<file path="src/rtl/uart_pkg.sv">
// Shared types and defaults for the UART transmit feeder.
// The state encoding is fixed so it stays readable in waveforms and debug taps.
package uart_pkg;

    localparam int DEF_DATA_WIDTH = 25;
    localparam int DEF_DEPTH      = 8;

    typedef enum logic [1:0] {
        IDLE      = 2'd0,
        LOAD      = 2'd1,
        WAIT_DONE = 2'd2
    } tx_state_t;

endpackage

</file>
<file path="src/rtl/uart_sync_fifo.sv">
// Synchronous circular-buffer FIFO with registered occupancy flags
// and a sticky overflow bit.
module uart_sync_fifo
    import uart_pkg::*;
#(
    parameter int DATA_WIDTH = DEF_DATA_WIDTH,
    parameter int DEPTH      = DEF_DEPTH,
    parameter int CNT_W      = $clog2(DEPTH) + 1
) (
    input  logic                  clk,
    input  logic                  rstn,
    input  logic [DATA_WIDTH-1:0] wr_data,
    input  logic                  wr_en,
    input  logic                  pop,
    output logic [DATA_WIDTH-1:0] rd_data,
    output logic                  full,
    output logic                  empty,
    output logic [CNT_W-1:0]      count,
    output logic                  overflow
);

    localparam int PTR_W = $clog2(DEPTH);

    if (DEPTH < 2 || (DEPTH & (DEPTH - 1)) != 0) begin : g_bad_depth
        $error("uart_sync_fifo: DEPTH must be a power of two >= 2");
    end

    logic [DATA_WIDTH-1:0] r_mem [DEPTH];
    logic [PTR_W-1:0]      r_wr_ptr;
    logic [PTR_W-1:0]      r_rd_ptr;
    logic [CNT_W-1:0]      r_count;
    logic [CNT_W-1:0]      w_count_nxt;
    logic                  r_full;
    logic                  r_empty;
    logic                  r_overflow;
    logic                  w_push;
    logic                  w_pop;

    // Full is judged on the registered count, so a same-cycle pop
    // never makes room for a write.
    assign w_push = wr_en && !r_full;
    assign w_pop  = pop && !r_empty;

    always_comb begin
        w_count_nxt = r_count;
        case ({w_push, w_pop})
            2'b10:   w_count_nxt = r_count + 1'b1;
            2'b01:   w_count_nxt = r_count - 1'b1;
            default: w_count_nxt = r_count;
        endcase
    end

    always_ff @(posedge clk) begin
        if (w_push) begin
            r_mem[r_wr_ptr] <= wr_data;
        end
    end

    always_ff @(posedge clk or negedge rstn) begin
        if (!rstn) begin
            r_wr_ptr   <= '0;
            r_rd_ptr   <= '0;
            r_count    <= '0;
            r_full     <= 1'b0;
            r_empty    <= 1'b1;
            r_overflow <= 1'b0;
        end else begin
            if (w_push) begin
                r_wr_ptr <= r_wr_ptr + 1'b1;
            end
            if (w_pop) begin
                r_rd_ptr <= r_rd_ptr + 1'b1;
            end
            if (wr_en && r_full) begin
                r_overflow <= 1'b1;
            end
            r_count <= w_count_nxt;
            r_full  <= (w_count_nxt == CNT_W'(DEPTH));
            r_empty <= (w_count_nxt == '0);
        end
    end

    assign rd_data  = r_mem[r_rd_ptr];
    assign full     = r_full;
    assign empty    = r_empty;
    assign count    = r_count;
    assign overflow = r_overflow;

endmodule

</file>
<file path="src/rtl/uart_tx_feeder.sv">
// Buffers bus-side words and hands them to the UART one frame at a time,
// pacing on the transmitter's busy flag.
module uart_tx_feeder
    import uart_pkg::*;
#(
    parameter int DATA_WIDTH = DEF_DATA_WIDTH,
    parameter int DEPTH      = DEF_DEPTH,
    parameter int CNT_W      = $clog2(DEPTH) + 1
) (
    input  logic                  clk,
    input  logic                  rstn,
    input  logic [DATA_WIDTH-1:0] wr_data,
    input  logic                  wr_en,
    output logic                  full,
    output logic                  empty,
    output logic [CNT_W-1:0]      count,
    output logic                  overflow,
    output logic [DATA_WIDTH-1:0] uart_data,
    output logic                  uart_en,
    input  logic                  uart_busy
);

    tx_state_t             r_state;
    logic [DATA_WIDTH-1:0] r_uart_data;
    logic                  r_uart_en;
    logic [DATA_WIDTH-1:0] w_head;
    logic                  w_empty;
    logic                  w_pop;

    // The word leaves the FIFO only once the UART has acknowledged it
    // by raising busy, so exactly one frame is started per entry.
    assign w_pop = (r_state == LOAD) && uart_busy;

    uart_sync_fifo #(
        .DATA_WIDTH (DATA_WIDTH),
        .DEPTH      (DEPTH),
        .CNT_W      (CNT_W)
    ) u_fifo (
        .clk      (clk),
        .rstn     (rstn),
        .wr_data  (wr_data),
        .wr_en    (wr_en),
        .pop      (w_pop),
        .rd_data  (w_head),
        .full     (full),
        .empty    (w_empty),
        .count    (count),
        .overflow (overflow)
    );

    always_ff @(posedge clk or negedge rstn) begin
        if (!rstn) begin
            r_state     <= IDLE;
            r_uart_data <= '0;
            r_uart_en   <= 1'b0;
        end else begin
            case (r_state)
                IDLE: begin
                    if (!w_empty && !uart_busy) begin
                        r_state     <= LOAD;
                        r_uart_data <= w_head;
                        r_uart_en   <= 1'b1;
                    end
                end
                LOAD: begin
                    if (uart_busy) begin
                        r_state   <= WAIT_DONE;
                        r_uart_en <= 1'b0;
                    end
                end
                WAIT_DONE: begin
                    if (!uart_busy) begin
                        r_state <= IDLE;
                    end
                end
                default: begin
                    r_state   <= IDLE;
                    r_uart_en <= 1'b0;
                end
            endcase
        end
    end

    assign empty     = w_empty;
    assign uart_data = r_uart_data;
    assign uart_en   = r_uart_en;

endmodule
</file>
<file path="config.mk">
export PLATFORM = sky130hd
export DESIGN_NAME = uart_tx_feeder
export DESIGN_NICKNAME = d
export VERILOG_FILES = /design/src/rtl/uart_pkg.sv /design/src/rtl/uart_sync_fifo.sv /design/src/rtl/uart_tx_feeder.sv
export SDC_FILE = /design/constraint.sdc
export NUM_CORES = 1
export LEC_CHECK = 0
export ABC_CLOCK_PERIOD_IN_PS = 3710
export BUFFER_PORTS_ARGS = -buffer_cell sky130_fd_sc_hd__buf_2
export CAP_MARGIN = 20
export CELL_PAD_IN_SITES_DETAIL_PLACEMENT = 0
export CELL_PAD_IN_SITES_GLOBAL_PLACEMENT = 1
export CORE_UTILIZATION = 52
export DETAILED_ROUTE_END_ITERATION = 6
export GPL_ROUTABILITY_DRIVEN = 0
export PLACE_DENSITY_LB_ADDON = 0.1
export SLEW_MARGIN = 20
export SYNTH_ARGS = -nofsm -noshare
export SYNTH_HDL_FRONTEND = slang
export SYNTH_SLANG_ARGS = --single-unit
</file>
<file path="constraint.sdc">
create_clock -name clk -period 3.71 [get_ports clk]
set_clock_uncertainty 0.05 [all_clocks]
set_input_delay 0.742 -clock clk [delete_from_list [all_inputs] [get_ports clk]]
set_output_delay 0.742 -clock clk [all_outputs]
set_load 0.02 [all_outputs]
</file>
; After elaboration in Yosys (flattened, before gate mapping)
; Memory sizes are Yosys's and may differ from the RTL's. A register that Yosys moved wholly into a read port is not among the register bits.
; Cells that the tools add are included.
[classes]
addsub = 4
multipliers = 0
div = 0
order_cmp = 0
n_eq_ne = 8
shift = 0
n_mux = 10
bitwise_logic = 1
reduce_logical = 14
[ops]
columns = cell, n
row1 = 4-bit one-hot mux with 2 select lines, 1
row2 = 3-bit by 1-bit adder with 3-bit output (second input constant), 2
row3 = 2-bit 2-to-1 mux, 3
row4 = 2-bit inequality test (second input constant), 3
row5 = 2-bit one-hot mux with 3 select lines, 1
row6 = 3-bit AND reduction, 2
row7 = 1-bit logical AND, 5
row8 = 4-bit by 1-bit adder with 4-bit output (second input constant), 1
row9 = 2-bit by 1-bit equality test with 1-bit output (second input constant), 2
row10 = 2-bit equality test (second input constant), 2
row11 = 4-bit equality test (second input constant), 1
row12 = 1-bit zero test, 4
row13 = 4-bit zero test, 1
row14 = 1-bit 2-to-1 mux, 4
row15 = 4-bit by 1-bit subtractor with 4-bit output (second input constant), 1
row16 = 1-bit one-hot mux with 3 select lines, 1
row17 = 2-bit zero test, 1
row18 = 2-bit AND reduction, 1
row19 = 1-bit inverter, 1
[word_totals]
reg_bits = 16
latch_bits = 0
mem_bits_rw = 200
romBits = 0
inputBits = 29
elab_cells = 46
memories = 1
[mem_list]
columns = memory, words, width, read_ports, rd_ports_with_merged_regs, wr, line_no
row1 = u_fifo.r_mem, 8, 25, 1, 1, 1, uart_sync_fifo.sv:28  ; logic [DATA_WIDTH-1:0] r_mem [DEPTH];

; Logic depth before layout (Yosys ltp)
; Gate-level depths: netlist of the first run.
[depth]
ltp_word = 6
ltp_mapped = 11
ltp_nobuf = 10

; Cells and area by module
; From an unflattened synthesis of the first run, not the netlist that was laid out.
[unflattened]
hier_cells = 428
hier_area_um2 = 9290.2
[modules_own_cells]
columns = module, instances, cells_per_inst, area_each_um2, seq_area_each_um2
row1 = uart_sync_fifo, 1, 363, 8210.4, 6332.3
row2 = uart_tx_feeder, 1, 65, 1079.8, 700.7

; Worst setup path after synthesis of the first run
; Ideal clock, no wire load.
[synth_timing]
kind = input-to-reg
startpoint = input port wr_en
endpoint = memory u_fifo.r_mem[0][0] in the netlist's numbering, enable pin
setup_ns = 0.438
t_arrival_ns = 2.887
path_slack_ns = 0.335
stages = 4
path_buffers = 1
path_cell_list = nor2b_1 clkbuf_2 nand2b_1 nor3_1
[synth_between]
elab_chain_cells = 3
[synth_lines]
columns = element, line_no
row1 = from (decl), uart_tx_feeder.sv:13  ; input logic wr_en,
row2 = 1-bit logical AND, uart_sync_fifo.sv:41  ; assign w_push = wr_en && !r_full;
row3 = 1-bit 2-to-1 mux, uart_sync_fifo.sv:54  ; if (w_push) begin
row4 = 1-bit 2-to-1 mux (implied by the code), uart_sync_fifo.sv:55  ; r_mem[r_wr_ptr] <= wr_data;
row5 = to (decl), uart_sync_fifo.sv:28
; Every way passes these cells.

; Worst setup path in the final report of the first run
[layout_timing]
startpoint = register u_fifo.r_empty (netlist: u_fifo.empty)
endpoint = register u_fifo.r_full (netlist: u_fifo.full)
[layout_between]
elab_chain_cells = 5
elab_cells_between_ends = 6
classes_between = 3 x eq/ne / 1 x mux / 2 x reduce/logical
[layout_lines]
columns = element, line_no
row1 = from (decl), uart_sync_fifo.sv:34  ; logic r_empty;
row2 = from (signal assigned), uart_sync_fifo.sv:79  ; r_empty <= (w_count_nxt == '0);
row3 = 1-bit zero test *, uart_sync_fifo.sv:42  ; assign w_pop = pop && !r_empty;
row4 = 1-bit logical AND *, uart_sync_fifo.sv:42
row5 = 2-bit by 1-bit equality test with 1-bit output / 2-bit equality test (equally long branches), uart_sync_fifo.sv:46  ; case ({w_push, w_pop})
row6 = 4-bit one-hot mux with 2 select lines *, uart_sync_fifo.sv:46
row7 = net u_fifo.w_count_nxt[3], uart_sync_fifo.sv:32  ; logic [CNT_W-1:0] w_count_nxt;
row8 = 4-bit equality test *, uart_sync_fifo.sv:78  ; r_full <= (w_count_nxt == CNT_W'(DEPTH));
row9 = to (signal assigned), uart_sync_fifo.sv:78
row10 = to (decl), uart_sync_fifo.sv:33  ; logic r_full;
; Mark *: on every way through the listed nets, which the timed path passes. The rest lies on a longest branch.
; A chain may end at the register's enable or synchronous reset.

==> flow_summary_export.csv, run 1 <==
group,metric,value,unit
outcome,status,"finished, final reports clean",
cts,cts_sink_cnt,241,
route,first_pass_iters,6,
final_layout,syn_to_final_growth,16.3,%
cts,htreeDepth,1,
worst_setup_path,critical_path_class,"reg -> reg",
final_layout,num_antenna_cells,0,
worst_setup_path,critical_path.cell_chain,"nand4bb_1 -> buf_4 -> clkinv_8 -> ha_1 -> nor2b_1 -> o2111ai_1 -> and4_1 -> a2111o_1 -> nor2b_4",
synthesis,post_synth_instance_area,0.00924,mm²
sta,fmax,402,MHz
synthesis,synth-warning-count,0,
synthesis,post_synth_mux_area_share,15.0,%
worst_setup_path,worstReg2RegStart,"u_fifo.empty",
sta,finalSetupViolations,0,
synthesis,post_syn_nets,499,
grt,grt_max_degree,42,
synthesis,syn-instance-count,466,
sta,setup_tns,0,ns
sta,final_hold_viol_count,0,
synthesis,synth.lib_cells_used.distinct,40,
synthesis,syn_avg_cell_area,19.8,µm²
worst_setup_path,cpMaxStageDelayCell,"dfstp_2",
floorplan,core_region_area,0.0173,mm²
floorplan,row_count,48,
grt,grt.total_usage,19.6,%
power,swShare,29.3,%
power,power_frac_comb,26.1,%
route,postRouteAntennaNets,0,
synthesis,dominant_combinational_cell_family_by_area_after_synthesis,"multiplexers",
power,power_density,793,mW/mm²
cts,postCtsSetupBuffers,0,
route,vias_per_cell,5.65,
floorplan,die_area,0.0183,mm²
route,route.detailed.wl_per_inst,21.3,µm
grt,via_count_of_the_first_global_routing_pass,4643,
floorplan,die_width,135,µm
cts,path_clk_slew,0.06,ns
grt,gr-total-overflow,0,
worst_setup_path,crit_required,4.05,ns
synthesis,synth-adder-area-share,0.542,%
sta,relSlewSlack,47.4,%
worst_setup_path,critical_path_buf_inv_count,2,
sta,layout_min_cycle_time,2.49,ns
synthesis,synth_area_in_simple_gates,3.59,%
worst_setup_path,worstSetupStartpoint,"u_fifo.empty",
sta,final-max-slew-violation-count,0,
placement,hpwl,9.71,mm
final_layout,drive_above_1_share,32.4,%
route,dr.max_layer_used,"met4",
sta,worstMarginPinSlew,0.788,ns
floorplan,initial_core_util,53.4,%
power,p_seq_share,45.0,%
run,maxCapViolations,0,
cts,cts_buffer_depth,3,
final_layout,post-route-util,62.1,%
route,route.vias.total,4484,
cts,cts_tree,"built",
power,power.switching,2.49,mW
worst_setup_path,slowest_delay,0.57,ns
power,ir_worst_vdd,0.773,mV
cts,root_buffer,"clkbuf_16",
final_layout,nNetsFinal,583,
worst_setup_path,arrival,2.82,ns
cts,numCtsBuffers,25,
power,p_leak,3.75,nW
cts,cts.repair.resized,0,
synthesis,postSynthRegisterBits,241,
route,m1WireLength,7.36,mm
route,drcViolationCount,0,
synthesis,post_synth_xor_area_fraction,0.664,%
worst_setup_path,critical_path.top_delay_family,"simple AND/OR/NAND/NOR gates",
sta,rsz0062_at_grt,"false",
sta,final_min_period_over_clock_period,67.0,%
cts,cts_hold_buffers,0,
worst_setup_path,critPathCaptureType,"flip-flop",
floorplan,die_span_in_y,135,µm
synthesis,synth_compound_gate_area_share,2.52,%
power,internal-power,6.03,mW
placement,port-buffer-count,61,
route,met3_wirelength,831,µm
route,drt-total-wl,16.9,mm
hold_path,hold_class,"in -> async",
route,dr_wl_met2,8.38,mm
synthesis,ys_seq_area_share,76.1,%
cts,clk-insertion-delay-late,0.50,ns
floorplan,num_io_pins,62,
worst_setup_path,critical_path_peak_fanout,7,
grt,grt_antenna_before_repair,0,
power,power.share.clock,28.9,%
worst_setup_path,cp-start-kind,"flip-flop",
route,dr_iter_0_viols,237,
grt,global_route_wire_length_before_repair,26.2,mm
## registers in the layout, summed over array words and instances, names as in the netlist
signal	flops
r_state	2
u_fifo.count	4
u_fifo.empty	1
u_fifo.full	1
u_fifo.overflow	1
u_fifo.r_mem	200
u_fifo.r_rd_ptr	3
u_fifo.r_wr_ptr	3
uart_data	25
uart_en	1
## worst reg2reg max path: cells and delay by family, from the launching register on
| family | cells | cell delay [ns] |
|---|---|---|
| AO/OA/AOI/OAI | 2 | 0.56 |
| adder cells (fa/ha/maj) | 1 | 0.25 |
| buffers and inverters | 2 | 0.28 |
| flip-flops | 1 | 0.57 |
| AND/OR/NAND/NOR | 4 | 0.67 |
## cell usage in the layout (no fill, tap or decap), types with 2 or more instances in the layout
cell       instances
bufinv_16          3
clkinv_2           5
buf_4             20
nand4_1            2
nand2b_1           3
clkinv_1           2
clkbuf_1           6
nor3_1             3
a21o_1             2
dfrtp_1           38
edfxtp_1         200
mux4_2            50
xnor2_1            6
buf_2             60
inv_1              5
nor2_1            29
nor2_2             6
nand2_1           14
nor3_2             2
a21oi_1           27
mux2i_1           25
clkbuf_16         25
a211oi_1           2
nor2b_1            2
clkbuf_8           4
ha_1               4
## layer usage
layer	vias to the layer above	GRT usage [%]
met1	2313	26.9
li1	2030	-
met2	115	32.4
met5	-	0
met3	26	3.11
met4	0	6.30
## stage by stage
step | cells | cell area [µm²] | hold WS (ns) | power (mW) | setup slack, ns
2_1_floorplan | 466 | 9240 | 0.396 | 5.42 | 0.335
3_3_place_gp | 748 | 9920 | 0.391 | 6.11 | 0.813
3_5_place_dp | 748 | 9920 | 0.405 | 6.17 | 0.781
4_1_cts | 793 | 10700 | 0.397 | 8.65 | 1.22
5_1_grt | 793 | 10700 | 0.248 | 8.94 | 1.08
6_report | 793 | 10700 | 0.211 | 8.52 | 1.22
## logic make-up after synthesis
logic type / after synthesis
mux: 76
simple gates: 70
fa+ha+maj: 4
xor+xnor: 7
compound gates: 38
flops: 241
buf+inv: 30
## final cells by class
type	instances	area, µm²
Inverter	6	35.0
Clock inverter	10	123
Sequential cell	241	7040
Clock buffer	35	703
Fill cell	1275	6550
Multi-Input combinational cell	195	2090
Tap cell	225	282
Timing Repair Buffer	81	470
## worst paths after layout
check                      slack (ns)  cells past startpoint                  to
max                              1.22                      9         u_fifo.full
min                              0.21                      1     u_fifo.count[0]
max reg2reg                      1.22                      9         u_fifo.full
min reg2reg                      0.41                      1     u_fifo.overflow
max in group asynchronous        2.94                      1  u_fifo.r_rd_ptr[0]
min in group clk                 0.41                      1     u_fifo.overflow
## synth_stat cells, drive strengths merged
cell type / count / area share [%]
edfxtp: 200 / 65
mux4: 50 / 12
dfrtp: 40 / 11
nor2: 35 / 1.4
a21oi: 27 / 1.5
mux2i: 25 / 2.7
nand2: 14 / 0.57
clkbuf: 13 / 0.56
buf: 11 / 0.62
xnor2: 6 / 0.57
inv: 5 / 0.20
nor3: 5 / 0.27
ha: 4 / 0.54
nand2b: 3 / 0.20
nor2b: 3 / 0.28
a211oi: 2 / 0.16
a21o: 2 / 0.16
nand4: 2 / 0.14
nor4: 2 / 0.14
a2111o: 1 / 0.12
a311oi: 1 / 0.16
and2: 1 / 0.068
and4: 1 / 0.095
clkinv: 1 / 0.18
dfstp: 1 / 0.28
mux2: 1 / 0.12
nand4bb: 1 / 0.12
nor3b: 1 / 0.081
nor4b: 1 / 0.095
nor4bb: 1 / 0.11
o2111ai: 1 / 0.095
o211ai: 1 / 0.081
o21bai: 1 / 0.081
o311ai: 1 / 0.095
o32ai: 1 / 0.095
xor2: 1 / 0.095
## power by group through the flow
stage	logic (mW)	registers [mW]	clock network (mW)
final	2.22	3.83	2.47
after global routing	2.42	3.91	2.62
after CTS	2.27	3.85	2.53
after detailed placement	2.26	3.90	0
after global placement	2.24	3.87	0
after floorplan	1.54	3.88	0
No activity file was read; power rests on OpenSTA's default activity.
==> run 2: changes to the inputs <==
--- a/config.mk
+++ b/config.mk
@@ -5,12 +5,12 @@
 export SDC_FILE = /design/constraint.sdc
 export NUM_CORES = 1
 export LEC_CHECK = 0
-export ABC_CLOCK_PERIOD_IN_PS = 3710
+export ABC_CLOCK_PERIOD_IN_PS = 2100
 export BUFFER_PORTS_ARGS = -buffer_cell sky130_fd_sc_hd__buf_2
 export CAP_MARGIN = 20
 export CELL_PAD_IN_SITES_DETAIL_PLACEMENT = 0
 export CELL_PAD_IN_SITES_GLOBAL_PLACEMENT = 1
-export CORE_UTILIZATION = 52
+export CORE_UTILIZATION = 47
 export DETAILED_ROUTE_END_ITERATION = 6
 export GPL_ROUTABILITY_DRIVEN = 0
 export PLACE_DENSITY_LB_ADDON = 0.1
==> constraint.sdc (replaced) <==
create_clock -name clk -period 2.1 [get_ports clk]
set_clock_uncertainty 0.05 [all_clocks]
set_input_delay 0.42 -clock clk [delete_from_list [all_inputs] [get_ports clk]]
set_output_delay 0.42 -clock clk [all_outputs]
set_load 0.02 [all_outputs]
==> flow_summary_export.csv, run 2 (synthesized netlist as in run 1, its figures left out) <==
group,metric,value,unit
final_layout,drive_above_1_share,36.4,%
floorplan,core_region_area,0.0190,mm²
sta,rsz0062_at_grt,"true",
power,power_density,1360,mW/mm²
worst_setup_path,critical_path_class,"reg -> reg",
cts,numCtsBuffers,25,
power,p_total,15.2,mW
route,dr_iter_0_viols,240,
sta,fmax,446,MHz
worst_setup_path,critical_path_buf_inv_count,2,
hold_path,hold_class,"in -> reg",
floorplan,die_width,142,µm
route,route.detailed.wl_per_inst,20.6,µm
placement,hpwl,9.78,mm
grt,grt_max_degree,53,
sta,fin_ws,-0.141,ns
sta,worstMarginPinSlew,0.444,ns
cts,htreeDepth,1,
sta,finalSetupViolations,3,
worst_setup_path,critical_path.top_delay_family,"simple AND/OR/NAND/NOR gates",
grt,global_route_wire_length_before_repair,27.1,mm
worst_setup_path,crit_required,2.44,ns
worst_setup_path,arrival,2.58,ns
power,ir_worst_vdd,0.686,mV
sta,final-max-slew-violation-count,0,
worst_setup_path,cp-start-kind,"flip-flop",
sta,setup_tns,-0.236,ns
worst_setup_path,critical_path_peak_fanout,5,
final_layout,largest_register,"u_fifo.r_mem",
worst_setup_path,slowest_delay,0.53,ns
outcome,status,"finished, violations left",
power,p_leak,3.87,nW
route,route.vias.total,4612,
cts,cts_buffer_depth,3,
route,drt-total-wl,17.5,mm
cts,path_clk_slew,0.06,ns
floorplan,num_io_pins,62,
final_layout,post-route-util,58.8,%
sta,layout_min_cycle_time,2.24,ns
worst_setup_path,critPathCaptureType,"flip-flop",
cts,cts_tree,"built",
cts,clk-insertion-delay-late,0.50,ns
final_layout,nNetsFinal,603,
floorplan,die_span_in_y,142,µm
route,first_pass_iters,4,
placement,port-buffer-count,61,
final_layout,largest_register_ff_count,200,
final_layout,mostFrequentLayoutCells,"edfxtp_1, buf_2, mux4_2",
cts,cts_sink_cnt,241,
floorplan,initial_core_util,48.7,%
grt,via_count_of_the_first_global_routing_pass,4652,
sta,worst_hold_slack,0.0967,ns
sta,relSlewSlack,70.4,%
final_layout,syn_to_final_growth,20.5,%
floorplan,row_count,50,
grt,grt_antenna_before_repair,1,
sta,final_min_period_over_clock_period,107,%
run,maxCapViolations,0,
worst_setup_path,critical_path.cell_chain,"nand4bb_1 -> buf_6 -> clkinv_8 -> ha_4 -> nor2b_2 -> o2111ai_1 -> and4_1 -> a2111o_1 -> nor2b_4",
route,postRouteAntennaNets,0,
floorplan,die_area,0.0202,mm²
outcome,failed_checks,"setup timing",
grt,gr-total-overflow,0,
grt,grt.total_usage,18.3,%
sta,final_hold_viol_count,0,
route,drcViolationCount,0,
worst_setup_path,cpMaxStageDelayCell,"dfstp_2",
final_layout,mostFrequentLayoutCell,"edfxtp_1",
cts,root_buffer,"clkbuf_16",
route,vias_per_cell,5.43,
run 2: worst paths after layout:
kind,from,end,slack [ns],depth (start not counted)
max in group asynchronous,rstn,u_fifo.empty,1.07,3
setup / recovery,u_fifo.empty,u_fifo.full,-0.14,9
min in group asynchronous,rstn,u_fifo.r_rd_ptr[2],0.35,2
hold / removal,wr_en,u_fifo.overflow,0.1,2
hold reg to reg,u_fifo.overflow,u_fifo.overflow,0.40,1
setup reg to reg,u_fifo.empty,u_fifo.full,-0.14,9
run 2: final cells by class:
cell class	instances	area (µm²)
fill	1424	7820
sequential	241	7040
multi-input combinational	195	2190
inverter	6	35.0
timing repair buffer	101	800
clock buffer	33	656
clock inverter	12	85.1
antenna	1	2.50
tap	260	325
run 2: metrics by stage:
step	area, µm²	instances	setup WS, ns
6_report	11100	849	-0.141
5_1_grt	11100	848	-0.217
4_1_cts	11100	849	-0.112
3_5_place_dp	10300	800	-0.140
3_3_place_gp	10300	800	-0.0906
2_1_floorplan	9280	466	-0.304
run 2: worst register-to-register path, stage by stage, from the launching register on:
cell	delay (ns)
dfstp_2	0.53
nand4bb_1	0.14
buf_6	0.14
clkinv_8	0.05
ha_4	0.17
nor2b_2	0.13
o2111ai_1	0.15
and4_1	0.25
a2111o_1	0.38
nor2b_4	0.14
run 2: timing repair:
action / CTS / global route
hold buffers: 1 / 0
pin swaps: 7 / 2
endpoints found under the hold margin: 13 / 0
setup buffers: 3 / 0
setup endpoints to repair: 3 / 4
resized for setup: 6 / 7
run 2: power by group:
part / switching [mW] / internal [mW] / leakage, nW
Sequential: 0.504 / 6.10 / 2.27
Clock: 1.68 / 2.31 / 0.368
Combinational: 2.37 / 2.20 / 1.23
run 2: metal layers:
layer	global-route usage, %	vias to the layer above	share of wire, %
li1	-	2062	-
met5	0	-	0
met4	4.47	0	1.7
met1	25.1	2427	45
met3	2.76	26	4.7
met2	30.8	97	49
